==> config.mk <==
export PLATFORM = sky130hd
export DESIGN_NAME = dma_apb_master
export DESIGN_NICKNAME = d
export VERILOG_FILES = /design/src/rtl/dma_apb_master.sv
export SDC_FILE = /design/constraint.sdc
export NUM_CORES = 1
export LEC_CHECK = 0
export CORE_ASPECT_RATIO = 1.25
export CORE_UTILIZATION = 42
export CTS_CLUSTER_SIZE = 16
export DETAILED_ROUTE_END_ITERATION = 10
export PLACE_DENSITY = 0.84
export SLEW_MARGIN = 0
export SYNTH_ARGS = -nofsm -noshare
export SYNTH_HDL_FRONTEND = slang
export SYNTH_SLANG_ARGS = --single-unit
==> constraint.sdc <==
create_clock -name clk -period 2.95 [get_ports clk]
set_clock_uncertainty 0.2 [all_clocks]
set_input_delay 0.4425 -clock clk [delete_from_list [all_inputs] [get_ports clk]]
set_output_delay 0.4425 -clock clk [all_outputs]
set_load 0.01 [all_outputs]
==> src/rtl/dma_apb_master.sv <==
// dma_apb_master: APB initiator that turns single valid/ready register commands into APB transfers with a pready timeout
module dma_apb_master #(
    parameter int ADDR_BITS = 13,
    parameter int DATA_BITS = 32,
    parameter int TIMEOUT   = 256,
    parameter int CNT_BITS  = 9
) (
    input  logic                 clk,
    input  logic                 reset,
    input  logic                 cmd_valid,
    output logic                 cmd_ready,
    input  logic                 cmd_write,
    input  logic [ADDR_BITS-1:0] cmd_addr,
    input  logic [DATA_BITS-1:0] cmd_wdata,
    output logic                 rsp_valid,
    input  logic                 rsp_ready,
    output logic [DATA_BITS-1:0] rsp_rdata,
    output logic                 rsp_err,
    output logic                 rsp_timeout,
    output logic                 busy,
    input  logic                 pclken,
    output logic                 psel,
    output logic                 penable,
    output logic [ADDR_BITS-1:0] paddr,
    output logic                 pwrite,
    output logic [DATA_BITS-1:0] pwdata,
    input  logic [DATA_BITS-1:0] prdata,
    input  logic                 pslverr,
    input  logic                 pready
);
    typedef enum logic [1:0] {IDLE, SETUP, ACCESS, RESP} state_t;
    state_t state;
    logic [CNT_BITS-1:0] cnt;
    logic last_wait;
    assign cmd_ready = state == IDLE;
    assign busy      = state != IDLE;
    assign last_wait = cnt == CNT_BITS'(TIMEOUT - 1);
    // Transfer sequencer: APB phases advance on pclken edges, the response handshake runs on clk alone
    always_ff @(posedge clk or negedge reset) begin
        if (!reset) begin
            state       <= IDLE;
            cnt         <= '0;
            psel        <= 1'b0;
            penable     <= 1'b0;
            paddr       <= '0;
            pwrite      <= 1'b0;
            pwdata      <= '0;
            rsp_valid   <= 1'b0;
            rsp_rdata   <= '0;
            rsp_err     <= 1'b0;
            rsp_timeout <= 1'b0;
        end else begin
            case (state)
                IDLE: if (cmd_valid) begin
                    paddr  <= cmd_addr;
                    pwrite <= cmd_write;
                    pwdata <= cmd_write ? cmd_wdata : '0;
                    cnt    <= '0;
                    psel   <= 1'b1;
                    state  <= SETUP;
                end
                SETUP: if (pclken) begin
                    penable <= 1'b1;
                    state   <= ACCESS;
                end
                ACCESS: if (pclken) begin
                    if (pready) begin
                        rsp_rdata   <= pwrite ? '0 : prdata;
                        rsp_err     <= pslverr;
                        rsp_timeout <= 1'b0;
                        psel        <= 1'b0;
                        penable     <= 1'b0;
                        rsp_valid   <= 1'b1;
                        state       <= RESP;
                    end else begin
                        cnt <= cnt + 1'b1;
                        if (last_wait) begin
                            rsp_rdata   <= '0;
                            rsp_err     <= 1'b1;
                            rsp_timeout <= 1'b1;
                            psel        <= 1'b0;
                            penable     <= 1'b0;
                            rsp_valid   <= 1'b1;
                            state       <= RESP;
                        end
                    end
                end
                RESP: if (rsp_ready) begin
                    rsp_valid <= 1'b0;
                    state     <= IDLE;
                end
                default: state <= IDLE;
            endcase
        end
    end
endmodule

==> results.sh, run 1 <==
export IMPL_status="finished, final reports clean"
export IMPL_hold_start="pwdata[23]"
export IMPL_die_h_um=110
export IMPL_ant_nets=0
export IMPL_cts_max_path_buffers=2
export IMPL_crit_type="register to output port"
export IMPL_peakVddDrop_v=0.000490
export IMPL_pin_count=170
export IMPL_drv_cap=0
export IMPL_r2r_worst_path_cells=6
export IMPL_cp_start_kind="register"
export IMPL_area_delta_synth_final_pct=54.8
export IMPL_netlist_area_mm2=0.00393
export IMPL_synth_area_leaders="dfrtp_1, nand2_1, o21ai_0, mux2_2, ha_1"
export IMPL_htree_levels=3
export IMPL_grt_max_degree=69
export IMPL_multi_input_area_mm2=0.00144
export IMPL_worstReg2RegEnd="cnt[5]"
export IMPL_finalHoldViolations=0
export IMPL_die_area_mm2=0.00974
export IMPL_route_vias_total=3427
export IMPL_hp_class="register to register"
export IMPL_grt_usage_pct=20.9
export IMPL_dp_slack_ns=0.538
export IMPL_coreArea_mm2=0.00913
export IMPL_insertion_delay_ns=0.34
export IMPL_synth_top_area_share_pct=59.9
export IMPL_tightest_slew_ns=0.626
export IMPL_fin_ws_ns=0.529
export IMPL_crit_start="state[0]"
export IMPL_gp_congestion=0.797
export IMPL_relSlewSlack_pct=58.1
export IMPL_grt_pass1_wl_um=15500
export IMPL_crit_fanout=6
export IMPL_diodes=0
export IMPL_seq_area_frac_synth_pct=59.9
export IMPL_place_hpwl_um=7300
export IMPL_drt_iter0_markers=150
export IMPL_ys_seq_elements=94
export IMPL_synth_cell_types=31
export IMPL_slew_violations=0
export IMPL_instances_no_fill=694
export IMPL_grt_ovfl_total=0
export IMPL_drive_above_1_share_pct=7.71
export IMPL_regArea_mm2=0.00235
export IMPL_final_area_mm2=0.00608
export IMPL_row_count=39
export IMPL_portBuffers=169
export IMPL_cp_arrival_ns=1.78
export IMPL_drc=0
export IMPL_reg2reg_slack_ns=0.62
export IMPL_synth_nets=495
export IMPL_clock_root_buffer="clkbuf_16"
export IMPL_antenna_found_initial=0
export IMPL_min_path_cells=2
export IMPL_numCtsBuffers=9
export IMPL_clkTransAtPathRegs_ns=0.06
export IMPL_fill_cells=702
export IMPL_final_nets=658
export IMPL_finalSetupTns_ns=0
export IMPL_post_route_period_util_pct=82.1
export IMPL_routed_via_density=4.94
export IMPL_synth_top_cell_by_area="dfrtp_1"
export IMPL_r2r_start="state[0]"
export IMPL_die_width_um=88.5
export IMPL_yosys_warnings=0
export IMPL_grt_pass1_vias=3494
export IMPL_rsz0062_at_grt="false"
export IMPL_holdPathEnd="pwdata[23]"
export IMPL_cts_repair_resized=0
export IMPL_routed_wirelength_um=9730
export IMPL_first_pass_iters=4
export IMPL_fmax_mhz=413
export IMPL_routedWlPerCell_um=14.0
export IMPL_required_ns=2.31
export IMPL_crit_path_end_kind="output port"
export IMPL_holdWs_ns=0.277
export IMPL_netlist_instances=403
export IMPL_avgSynthCellArea_um2=9.74
export IMPL_place_inst=677
export IMPL_p_leak_nw=2.62
export IMPL_power_density_mw_per_mm2=889
export IMPL_place_area_mm2=0.00575
export IMPL_cts_setup_buffers=0
export IMPL_initial_utilization_pct=43.0
export IMPL_fin_crit_ns=2.42
export IMPL_cts_sinks=94
export IMPL_setup_viol=0
export IMPL_cts_tree="done"
export IMPL_holdBufCountCts=1
## metrics by stage
| step | power, mW | utilization [%] |
|---|---|---|
| floorplan | 2.97 | - |
| global route | 5.77 | 66.6 |
| finish | 5.40 | 66.6 |
| CTS | 5.46 | 66.6 |
| detailed placement | 4.24 | 63.0 |
| global placement | 4.14 | 63.0 |
## cells by family after synthesis
| logic type | synth area share (%) |
|---|---|
| compound gates | 12.6 |
| xor+xnor | 0.669 |
| fa+ha+maj | 2.23 |
| buf+inv | 3.47 |
| flops | 59.9 |
| mux | 4.56 |
| simple gates | 16.6 |
## critical path: stages, from the launching register on
cell and delay (ns):
dfrtp_1 0.42, inv_1 0.12, ha_1 0.31, clkdlybuf4s50_1 0.59
## power by group
| group | switching (mW) | internal (mW) |
|---|---|---|
| logic | 0.970 | 1.21 |
| clock network | 0.476 | 0.727 |
| registers | 0.270 | 1.76 |
## registers in the layout, summed over array words and instances (netlist names)
name and count:
rsp_err 1, rsp_valid 1, rsp_timeout 1, penable 1
psel 1, paddr 13, cnt 9, pwdata 32
state 2, pwrite 1, rsp_rdata 32
## metal layers
| layer | track usage [%] | vias up | wire length (um) |
|---|---|---|---|
| met5 | 0 | - | 0 |
| met4 | 10.8 | 0 | 291 |
| met3 | 5.81 | 25 | 693 |
| met1 | 22.0 | 1617 | 3610 |
| li1 | - | 1660 | - |
| met2 | 37.5 | 125 | 5140 |
## synth_stat cells, drive strengths merged
| master | instances |
|---|---|
| nor2b | 3 |
| dfrtp | 94 |
| o221ai | 1 |
| or4 | 3 |
| o21ai | 71 |
| a2bb2oi | 1 |
| nor2 | 6 |
| nand4 | 1 |
| a21o | 1 |
| a31oi | 2 |
| inv | 9 |
| a211oi | 3 |
| a21oi | 4 |
| buf | 3 |
| ha | 7 |
| nand2 | 139 |
| a32o | 1 |
| o211ai | 1 |
| mux2i | 1 |
| nand3 | 5 |
| nand2b | 2 |
| nand3b | 1 |
| o31ai | 3 |
| o32a | 1 |
| xnor2 | 3 |
| clkbuf | 22 |
| mux2 | 15 |
## layout make-up
class                      instances  area share [%]
sequential                        94            38.7
timing repair buffer             177            29.2
multi-input combinational        275            23.7
clock buffer                      12            4.38
tap                              123            2.53
clock inverter                     4           0.885
inverter                           9           0.556
## cell usage in the layout (no fill, tap or decap), types with 4 or more instances in the layout
cell,n
mux2_2,15
buf_4,6
clkbuf_16,9
a21oi_1,4
dfrtp_1,94
nand2_1,138
ha_1,7
clkdlybuf4s50_1,168
o21ai_0,71
nor2_1,6
nand3_1,5
inv_1,9
## how the worst max path moves through the flow
stage / to / slack [ns] / depth (start not counted)
finish: cmd_ready / 0.53 / 3
detailed placement: cnt[5] / 0.54 / 5
CTS: cmd_ready / 0.51 / 3
floorplan: rsp_rdata[0] / 0.87 / 9
global placement: cnt[5] / 0.59 / 5
global route: busy / 0.41 / 4
Power figures use the tool's default switching activity.
==> inputs of run 2 (changes only) <==
Settings changed: CORE_UTILIZATION 42 to 38, PLACE_DENSITY 0.84 to 0.8.
Clock period 2.95 ns to 2.1 ns, I/O delays scaled along.
==> run 2 against run 1 <==
Sequential share of layout area shrank 1.3 points. Clock power rose by 54%. Routed wire length up 2.2%. Combinational power up 50%. Register-to-register slack worse by 0.52 ns. Sequential power increased by 40%. Via count grew 1.9%. Non-clock buffer count is 13 higher. Critical path type is now register to register. Largest cell class unchanged. Largest power group unchanged.
==> results.sh, run 2 (same netlist as run 1, synthesis figures left out) <==
export IMPL_drc=0
export IMPL_ant_nets=0
export IMPL_regArea_mm2=0.00235
export IMPL_place_area_mm2=0.00587
export IMPL_area_delta_synth_final_pct=60.0
export IMPL_p_leak_nw=2.73
export IMPL_pin_count=170
export IMPL_finalHoldViolations=0
export IMPL_fmax_mhz=499
export IMPL_place_hpwl_um=7250
export IMPL_clock_root_buffer="clkbuf_16"
export IMPL_grt_usage_pct=18.6
export IMPL_crit_fanout=6
export IMPL_clkTransAtPathRegs_ns=0.06
export IMPL_cp_arrival_ns=2.06
export IMPL_tightest_slew_ns=0.413
export IMPL_relSlewSlack_pct=72.4
export IMPL_final_common_cell="clkdlybuf4s50_1"
export IMPL_grt_ovfl_total=0
export IMPL_antenna_found_initial=0
export IMPL_routed_wirelength_um=9940
export IMPL_crit_path_end_kind="register"
export IMPL_grt_pass1_wl_um=15700
export IMPL_final_area_mm2=0.00628
export IMPL_coreArea_mm2=0.0101
export IMPL_cts_max_path_buffers=2
export IMPL_fill_cells=843
export IMPL_required_ns=2.16
export IMPL_instances_no_fill=713
export IMPL_peakVddDrop_v=0.000580
export IMPL_grt_max_degree=69
export IMPL_first_pass_iters=4
export IMPL_initial_utilization_pct=39.0
export IMPL_hp_class="input port to asynchronous set/reset pin"
export IMPL_fin_crit_ns=2.00
export IMPL_portBuffers=169
export IMPL_die_width_um=92.9
export IMPL_routedWlPerCell_um=13.9
export IMPL_gp_congestion=0.835
export IMPL_die_area_mm2=0.0107
export IMPL_drive_above_1_share_pct=10.6
export IMPL_insertion_delay_ns=0.33
export IMPL_cp_start_kind="register"
export IMPL_cts_tree="done"
export IMPL_drv_cap=0
export IMPL_power_density_mw_per_mm2=1260
export IMPL_slew_violations=0
export IMPL_status="finished, final reports clean"
export IMPL_crit_type="register to register"
export IMPL_final_cell_mix="clkdlybuf4s50_1, nand2_1, dfrtp_1, o21ai_0"
export IMPL_setup_viol=0
export IMPL_route_vias_total=3493
export IMPL_multi_input_area_mm2=0.00147
export IMPL_numCtsBuffers=9
export IMPL_diodes=0
export IMPL_reg_largest_list="pwdata (32), rsp_rdata (32), paddr (13)"
export IMPL_die_h_um=116
export IMPL_post_route_period_util_pct=95.4
export IMPL_routed_via_density=4.90
export IMPL_row_count=41
export IMPL_drt_iter0_markers=138
export IMPL_grt_pass1_vias=3336
export IMPL_place_inst=693
export IMPL_cts_sinks=94
export IMPL_total_power_mw=7.95
export IMPL_htree_levels=3
export IMPL_final_nets=671
==> run 2: through the flow <==
step           util, %  hold WS [ns]  setup TNS [ns]  setup WS, ns
2_1_floorplan        -        -0.181               0        0.0236
3_3_place_gp      58.4        0.0578               0        0.0364
3_5_place_dp      58.4        0.0662         -0.0100       -0.0100
4_1_cts           62.0         0.263               0      0.000853
5_1_grt           62.5         0.294         -0.0104      -0.00692
6_report          62.5         0.267               0        0.0964
==> run 2: per-layer routing <==
metal	wire length (um)	share of wire, %	global-route usage, %
met3	712	7.2	4.59
met4	157	1.6	8.72
met5	0	0	0
met2	5160	52	32.6
met1	3910	39	21.3
==> run 2: worst paths after layout <==
path                                  to  slack, ns  cells past startpoint          start
max reg2reg                       cnt[7]        0.1                      6       state[0]
min                             paddr[4]       0.27                      2          reset
min reg2reg                rsp_rdata[30]       0.28                      2  rsp_rdata[30]
min in group clk           rsp_rdata[30]       0.28                      2  rsp_rdata[30]
max in group asynchronous    rsp_timeout       0.84                      3          reset
max                               cnt[7]        0.1                      6       state[0]
==> run 2: worst max-delay path, stage by stage (launching register included) <==
cell and delay (ns):
dfrtp_1 0.39, inv_2 0.10, ha_2 0.27, nand3b_4 0.10, a21o_4 0.24, or4_1 0.46
a21oi_1 0.16
==> run 2: area by class of cell <==
type	instances	share of cell area (%)
inverters	9	0.538
flip-flops and latches	94	37.4
well taps	129	2.57
multi-input cells	275	23.3
clock buffers	9	3.58
clock inverters	7	1.91
repair buffers	190	30.6
==> run 2: what timing repair did <==
| item | CTS | global route |
|---|---|---|
| hold buffers | 1 | 0 |
| setup endpoints to repair | 3 | 38 |
| resized for setup | 6 | 6 |
| endpoints found under the hold margin | 26 | 0 |
| setup buffers | 0 | 2 |
| cloned | 0 | 1 |
| pin swaps | 0 | 2 |
==> run 2: power breakdown <==
part | total (mW) | switching, mW | internal, mW
clock network | 1.85 | 0.681 | 1.17
logic | 3.26 | 1.42 | 1.84
registers | 2.84 | 0.375 | 2.47
==> inputs of run 3 (changes only) <==
Settings changed: RECOVER_POWER set to 50.
==> run 3 against run 2 <==
Clock-buffer cell count unchanged. Critical endpoint unchanged. Global-route usage unchanged. Final cell count unchanged. First-iteration DRC count increased by 2.9%. Clock power about the same. Utilization decreased by 0.21 points. Total power fell by 0.31%. Sequential power barely moved.
==> results.sh, run 3 (same netlist as run 1, synthesis figures left out) <==
export IMPL_power_density_mw_per_mm2=1270
export IMPL_min_path_cells=2
export IMPL_area_delta_synth_final_pct=59.5
export IMPL_initial_utilization_pct=39.0
export IMPL_relSlewSlack_pct=52.1
export IMPL_status="finished, final reports clean"
export IMPL_drc=0
export IMPL_slowest_stage="or4_1"
export IMPL_tightest_slew_ns=0.719
export IMPL_grt_max_degree=69
export IMPL_reg_largest_list="pwdata (32), rsp_rdata (32), paddr (13)"
export IMPL_total_power_mw=7.92
export IMPL_first_pass_iters=4
export IMPL_post_route_period_util_pct=96.0
export IMPL_clock_root_buffer="clkbuf_16"
export IMPL_coreArea_mm2=0.0101
export IMPL_drt_iter0_markers=142
export IMPL_clkTransAtPathRegs_ns=0.07
export IMPL_final_nets=671
export IMPL_cp_top_family="simple AND/OR/NAND/NOR gates"
export IMPL_grt_pass1_wl_um=15700
export IMPL_fmax_mhz=496
export IMPL_finalHoldViolations=0
export IMPL_required_ns=2.15
export IMPL_p_leak_nw=2.72
export IMPL_grt_pass1_vias=3336
export IMPL_worst_path_largest_cell_delay_ns=0.46
export IMPL_holdWs_ns=0.281
export IMPL_numCtsBuffers=9
export IMPL_grt_ovfl_total=0
export IMPL_drive_above_1_share_pct=10.3
export IMPL_pin_count=170
export IMPL_place_hpwl_um=7250
export IMPL_path_cells="inv_2 > ha_2 > nand3b_4 > a21o_4 > or4_1 > a21oi_1"
export IMPL_hp_class="register to register"
export IMPL_finalSetupTns_ns=0
export IMPL_cts_sinks=94
export IMPL_crit_fanout=6
export IMPL_r2r_worst_path_cells=6
export IMPL_routed_wirelength_um=9990
export IMPL_cp_start_kind="register"
export IMPL_portBuffers=169
export IMPL_setup_viol=0
export IMPL_die_area_mm2=0.0107
export IMPL_peakVddDrop_v=0.000579
export IMPL_row_count=41
export IMPL_drv_cap=0
export IMPL_fin_crit_ns=2.02
export IMPL_routed_via_density=4.92
export IMPL_die_h_um=116
export IMPL_routedWlPerCell_um=14.0
export IMPL_grt_usage_pct=18.6
export IMPL_htree_levels=3
export IMPL_route_vias_total=3509
export IMPL_slew_violations=0
export IMPL_ant_nets=0
export IMPL_final_cell_mix="clkdlybuf4s50_1, nand2_1, dfrtp_1, o21ai_0, mux2_2"
export IMPL_insertion_delay_ns=0.33
export IMPL_cts_tree="done"
export IMPL_die_width_um=92.9
export IMPL_final_common_cell="clkdlybuf4s50_1"
export IMPL_cts_max_path_buffers=2
export IMPL_antenna_found_initial=0
export IMPL_crit_path_end_kind="register"
export IMPL_crit_type="register to register"
export IMPL_crit_buf_inv=1
export IMPL_gp_congestion=0.835
export IMPL_diodes=0
export IMPL_cp_arrival_ns=2.07
export IMPL_path_depth=6
run 3: timing repair:
| item | 4_1_cts | 5_1_grt |
|---|---|---|
| setup buffers | 0 | 2 |
| pin swaps | 0 | 2 |
| gates cloned | 0 | 1 |
| resized for setup | 6 | 6 |
| hold buffers | 1 | 0 |
| hold endpoints to repair | 26 | 0 |
| setup endpoints to repair | 3 | 38 |
run 3: where the power goes:
part / internal [mW] / switching (mW)
combinational: 1.81 / 1.43
sequential: 2.47 / 0.372
clock: 1.17 / 0.681
run 3: final cells by class:
type / instances / area [um2]
fill: 849 / 3790
sequential: 94 / 2350
timing repair buffer: 190 / 1910
multi-input combinational: 275 / 1460
clock buffer: 9 / 225
tap: 129 / 161
clock inverter: 7 / 120
inverter: 9 / 33.8
run 3: path summary, 6_finish.rpt:
check                      slack (ns)           from             to
max                              0.08       state[0]         cnt[7]
min in group asynchronous        0.39          reset       paddr[4]
min reg2reg                      0.28  rsp_rdata[30]  rsp_rdata[30]
max reg2reg                      0.08       state[0]         cnt[7]
max in group asynchronous        0.40          reset    rsp_timeout
min                              0.28  rsp_rdata[30]  rsp_rdata[30]
run 3: layer usage:
metal	vias to the layer above	track usage, %	wire [um]
met5	-	0	0
met4	0	8.72	157
met3	15	4.59	721
met2	127	32.6	5150
met1	1678	21.3	3960
li1	1689	-	-
run 3: worst register-to-register path: stages, from the launching register on:
cell,delay [ns]
dfrtp_1,0.39
inv_2,0.10
ha_2,0.28
nand3b_4,0.10
a21o_4,0.24
or4_1,0.47
a21oi_1,0.16
run 3: through the flow:
step	setup slack, ns	cell area, um2	util, %	std cells
finish	0.0849	6260	62.3	713
global route	-0.00692	6260	62.3	713
CTS	0.000853	6240	62.0	710
detailed placement	-0.0100	5870	58.4	693
global placement	0.0364	5870	58.4	693
floorplan	0.0236	3930	-	403
